### src/rtl/seg_scan_ctrl_if.sv
// Display-side bundle of the seg_scan_ctrl: scan enable, load strobe and data in,
// digit nibble, anode enables and status pulses out.
interface seg_scan_ctrl_if #(
  parameter int unsigned NDIG = 4
);
  logic              en;
  logic              load;
  logic [4*NDIG-1:0] data;
  logic [3:0]        digit;
  logic [NDIG-1:0]   an;
  logic              ack;
  logic              frame;

  modport master (output en, load, data, input digit, an, ack, frame);
  modport slave  (input en, load, data, output digit, an, ack, frame);
endinterface

### src/rtl/seg_scan_ctrl.sv
// Time-multiplexed 7-segment scan controller with frame-synchronous double buffering.
// Optional leading-zero blanking is built when SEG_SCAN_LZB_EN is defined.
module seg_scan_ctrl #(
  parameter int unsigned NDIG  = 4,
  parameter int unsigned DIV   = 50000,
  parameter int unsigned GUARD = 16
) (
  input  logic           i_clk,
  input  logic           i_rst_n,
  seg_scan_ctrl_if.slave bus
);

  localparam int unsigned CW = (DIV > 2) ? $clog2(DIV) : 1;
  localparam int unsigned IW = $clog2(NDIG);
  localparam int unsigned WW = 4 * NDIG;

  logic [CW-1:0]   r_cnt;
  logic [IW-1:0]   r_idx;
  logic [WW-1:0]   r_act;
  logic [WW-1:0]   r_pnd;
  logic            r_pflag;
  logic [NDIG-1:0] r_an;
  logic [3:0]      r_digit;
  logic            r_ack;
  logic            r_frame;

  logic            w_wrap;
  logic            w_bound;
  logic            w_commit;
  logic            w_on;
  logic [CW-1:0]   w_cnt_n;
  logic [IW-1:0]   w_idx_n;
  logic [WW-1:0]   w_act_n;
  logic [WW-1:0]   w_pnd_n;
  logic            w_pflag_n;
  logic [NDIG-1:0] w_blank;
  logic [NDIG-1:0] w_an_n;
  logic [3:0]      w_digit_n;

  // Next-state of the scan position and the double buffer
  always_comb begin
    w_wrap  = bus.en && (r_cnt == CW'(DIV - 1));
    w_bound = w_wrap && (r_idx == IW'(NDIG - 1));

    w_cnt_n = r_cnt;
    if (bus.en) w_cnt_n = w_wrap ? '0 : r_cnt + CW'(1);
    w_idx_n = r_idx;
    if (w_wrap) w_idx_n = w_bound ? '0 : r_idx + IW'(1);

    // A load on the boundary cycle bypasses pnd so the newest word wins
    w_commit = w_bound && (r_pflag || bus.load);
    w_act_n  = r_act;
    if (w_commit) w_act_n = bus.load ? bus.data : r_pnd;
    w_pnd_n   = bus.load ? bus.data : r_pnd;
    w_pflag_n = w_commit ? 1'b0 : (bus.load ? 1'b1 : r_pflag);
  end

`ifdef SEG_SCAN_LZB_EN
  logic w_zero;

  // Digit i blanks when its nibble and every nibble above it are zero
  always_comb begin
    w_blank = '0;
    w_zero  = 1'b1;
    for (int i = NDIG - 1; i >= 1; i--) begin
      w_zero     = w_zero && (w_act_n[4*i +: 4] == 4'd0);
      w_blank[i] = w_zero;
    end
  end
`else
  assign w_blank = '0;
`endif

  // Outputs are derived from next-state values so they line up with cnt/idx
  always_comb begin
    w_on      = bus.en && (w_cnt_n >= CW'(GUARD));
    w_an_n    = '1;
    w_digit_n = 4'd0;
    for (int i = 0; i < NDIG; i++) begin
      if (w_idx_n == IW'(i)) begin
        w_digit_n = w_act_n[4*i +: 4];
        if (w_on && !w_blank[i]) w_an_n[i] = 1'b0;
      end
    end
  end

  always_ff @(posedge i_clk) begin
    if (!i_rst_n) begin
      r_cnt   <= '0;
      r_idx   <= '0;
      r_act   <= '0;
      r_pnd   <= '0;
      r_pflag <= 1'b0;
      r_an    <= '1;
      r_digit <= 4'd0;
      r_ack   <= 1'b0;
      r_frame <= 1'b0;
    end else begin
      r_cnt   <= w_cnt_n;
      r_idx   <= w_idx_n;
      r_act   <= w_act_n;
      r_pnd   <= w_pnd_n;
      r_pflag <= w_pflag_n;
      r_an    <= w_an_n;
      r_digit <= w_digit_n;
      r_ack   <= w_commit;
      r_frame <= w_bound;
    end
  end

  assign bus.an    = r_an;
  assign bus.digit = r_digit;
  assign bus.ack   = r_ack;
  assign bus.frame = r_frame;

endmodule

### src/flat_wrapper.sv
// flat-port wrapper written by rule: the top's interface ports become plain ports
module seg_scan_ctrl_flat 
#(
  parameter int unsigned NDIG  = 4,
  parameter int unsigned DIV   = 50000,
  parameter int unsigned GUARD = 16
)
  (i_clk, i_rst_n, bus_en, bus_load, bus_data, bus_digit, bus_an, bus_ack, bus_frame);
  seg_scan_ctrl_if #(.NDIG(NDIG)) bus_i ();
  input  logic i_clk;
  input  logic i_rst_n;
  input wire logic [$bits(bus_i.en)-1:0] bus_en;
  input wire logic [$bits(bus_i.load)-1:0] bus_load;
  input wire logic [$bits(bus_i.data)-1:0] bus_data;
  output wire logic [$bits(bus_i.digit)-1:0] bus_digit;
  output wire logic [$bits(bus_i.an)-1:0] bus_an;
  output wire logic [$bits(bus_i.ack)-1:0] bus_ack;
  output wire logic [$bits(bus_i.frame)-1:0] bus_frame;
  assign bus_i.en = bus_en;
  assign bus_i.load = bus_load;
  assign bus_i.data = bus_data;
  assign bus_digit = bus_i.digit;
  assign bus_an = bus_i.an;
  assign bus_ack = bus_i.ack;
  assign bus_frame = bus_i.frame;
  seg_scan_ctrl #(.NDIG(NDIG), .DIV(DIV), .GUARD(GUARD)) u_core (.i_clk(i_clk), .i_rst_n(i_rst_n), .bus(bus_i));
endmodule
### config.mk
export PLATFORM = sky130hd
export DESIGN_NAME = seg_scan_ctrl_flat
export DESIGN_NICKNAME = d
export VERILOG_FILES = /design/src/rtl/seg_scan_ctrl_if.sv /design/src/rtl/seg_scan_ctrl.sv /design/src/flat_wrapper.sv
export SDC_FILE = /design/constraint.sdc
export NUM_CORES = 1
export LEC_CHECK = 0
export BUFFER_PORTS_ARGS = -buffer_cell sky130_fd_sc_hd__buf_2
export CORE_UTILIZATION = 49
export DETAILED_ROUTE_END_ITERATION = 8
export PLACE_DENSITY_LB_ADDON = 0.25
export SLEW_MARGIN = 30
export SYNTH_ARGS = -nofsm -noshare
export SYNTH_HDL_FRONTEND = slang
export SYNTH_SLANG_ARGS = --single-unit
### constraint.sdc
create_clock -name i_clk -period 3.6 [get_ports i_clk]
set_clock_uncertainty 0.05 [all_clocks]
set_input_delay 0.36 -clock i_clk [delete_from_list [all_inputs] [get_ports i_clk]]
set_output_delay 0.36 -clock i_clk [all_outputs]
set_load 0.01 [all_outputs]
==> results.yml <==
outcome:
  outcome: "finished, final reports clean"
clock_network:
  cts-root-buf: "clkbuf_8"
  cts_htree_levels: 3
  clk_pin_slew_worst_paths_ps: 70
  postCtsSetupRepairBufs: 0
  cts_sinks: 61
  cts_resized: 0
  cts_tree: "yes"
  hold_buffers: 0
  cts.path.max_buffers: 2
  clk_latency_ps: 330
  cts_made_buffers: 9
timing:
  final-max-slew-violation-count: 0
  min_period_over_period: 0.7723
  finalSetupViolCount: 0
  fmax_mhz: 359.7
  setup_tns_ps: 0
  whs_ps: 244.9
  tightest_slew_ps: 632.3
  period_needed_ps: 2780
  hold_viol: 0
  max-slew-margin-rel: 0.5780
  grt_setup_unrepaired: "no"
synthesis:
  synth_seq_cells: 61
  synth_cell_types: 52
  yosys.area_share.simple: 0.2558
  synth_mux_area_frac: 0.1031
  synth_edf_count: 0
  synthesis.nets: 362
  synth_xor_area_frac: 0.04967
  synthCells: 340
  yosysSeqAreaShare: 0.4073
  synthAdderAreaFrac: 0.008347
  dominantRegCellSynth: "dfxtp_1"
  synth_top_family_by_area: "simple AND/OR/NAND/NOR gates"
  yosys_warnings: 0
  synth_compound_area_frac: 0.1119
  async_flop_share: 0
  postSynthAreaPerCell_um2: 8.817
  syn_area_um2: 2998
floorplan:
  dieArea_um2: 6435
  row_count: 28
  die_h_um: 80.22
  die_w_um: 80.22
  coreArea_um2: 5921
  num_io_pins: 30
  initial_core_util: 0.5063
worst_hold_path:
  hold_path.class: "primary input to flip-flop"
  worstHoldStart: "bus_data[10]"
grt:
  grt_max_degree: 27
  antenna_found_initial: 0
  track_usage: 0.2176
  grt_pass1_wl_um: 10630
  overflow: 0
  grt_pass1_vias: 2216
worst_setup_path:
  critPathKind: "flip-flop to flip-flop"
  regToRegStartpoint: "u_core.r_cnt[8]"
  max_stage_delay_ps: 610
  r2r_slack_ps: 820
  crit_fanout: 7
  crit_slowest_cell: "or4_1"
  startpoint: "u_core.r_cnt[8]"
  cp-start-kind: "flip-flop"
  critical_path_arrival_ps: 2930
  cp_cell_sequence: "or4bb_1, or4_1, and2_4, a31o_4, a2111oi_1, a211oi_1"
  crit_path_end_kind: "flip-flop"
  required_ps: 3750
power_and_ir_drop:
  irDropWorstVdd_mv: 0.2245
  powerDensity_nw_per_um2: 395.4
  p_leak_nw: 1.240
cells_and_area:
  drive_above_1_share: 0.1703
  utilization: 0.5543
  fillers: 568
  final_common_cell: "dfxtp_1"
  fin_nets: 381
  final_cell_mix: "61 x dfxtp_1, 42 x nor2_1, 37 x nand2_1, 29 x buf_2"
  diodes: 0
  syn2layout_area_growth_pct: 9.474
detailed_routing:
  drc_errors: 0
  drt_iter0_markers: 136
  antenna_left: 0
  via_per_inst: 5.485
  firstDrtPassIters: 4
  routed_wl_um: 6372
  wl_per_cell_um: 14.51
  vias: 2408
placement:
  portBuffers: 29
  dpl.hpwl_um: 4457
  gp_congestion: 0.8868
run:
  cap_violations: 0
worst paths after layout:
kind | to | cells after the start
max | u_core.bus.digit[1] | 6
min | u_core.r_pnd[10] | 3
max reg2reg | u_core.bus.digit[1] | 6
min reg2reg | u_core.r_act[0] | 2
stage by stage:
stage / worst slack, ps / power (W) / cells / instance area (um2)
floorplan: 1057 / 0.0007510 / 340 / 2998
global placement: 983.7 / 0.0007740 / 423 / 3105
detailed placement: 852.7 / 0.0007758 / 423 / 3105
CTS: 830.5 / 0.001311 / 439 / 3282
global route: 718.4 / 0.001350 / 439 / 3282
finish: 819.8 / 0.001298 / 439 / 3282
critical path: cells and delay by family, from the launching register on:
kind            cells  cell delay, ps
simple gates        3            1370
compound gates      3             760
flops               1             460
final cells by class:
class,count,area [um2],share of cell area
multi-input cells,247,1589,0.4842
flip-flops and latches,61,1221,0.3721
repair buffers,33,175.2,0.05337
clock buffers,11,151.4,0.04613
well taps,75,93.84,0.02859
inverters,7,26.28,0.008006
clock inverters,5,25.02,0.007625
state kept, by name, summed over array words and instances, names as in the netlist:
signal and count:
u_core.r_act 16, u_core.r_cnt 16, u_core.r_pnd 16, u_core.bus.an 4, u_core.bus.digit 4, u_core.r_idx 2
u_core.bus.ack 1, u_core.bus.frame 1, u_core.r_pflag 1
synthesized netlist by cell type, drive strengths merged, types with 2 or more instances:
master	number	area, um2
or3	19	118.9
nand2	37	138.9
and3	3	18.77
clkbuf	10	37.54
nand4	9	56.30
nand3	7	35.03
dfxtp	61	1221
and2	2	15.02
o211ai	4	30.03
a2111oi	4	40.04
nor4b	2	17.52
and2b	3	22.52
inv	7	26.28
nor4	3	18.77
xnor2	10	87.58
or2	2	12.51
o21ai	14	70.06
ha	2	25.02
a31o	2	26.28
nand4b	3	26.28
nor2	42	157.7
buf	14	117.6
mux4	4	97.59
a21oi	20	100.1
mux2i	20	200.2
a211oi	4	30.03
or4	3	26.27
nor3	8	45.04
xor2	7	61.31
per-layer routing:
| layer | vias up | GRT usage | wire length, um |
|---|---|---|---|
| li1 | 1233 | - | - |
| met1 | 1122 | 0.3158 | 3332 |
| met2 | 45 | 0.3171 | 2731 |
| met3 | 8 | 0.03750 | 227 |
| met4 | 0 | 0.08571 | 80 |
| met5 | - | 0 | 0 |
power by group:
group	leakage, nW	internal (W)	switching, W
logic	0.646	0.0000294	0.0000368
registers	0.495	0.000688	0.00000603
clock network	0.0986	0.000281	0.000257
cell families (layout without fill, tap and decap cells):
group / after synthesis / count (layout)
DFF: 61 / 61
adders and majority gates: 2 / 2
xor gates and xnor gates: 17 / 17
buffers and inverters: 32 / 56
AOI/OAI and AO/OA: 53 / 53
muxes: 25 / 25
and+or+nand+nor: 150 / 150
(Power assumes the default switching activity.)
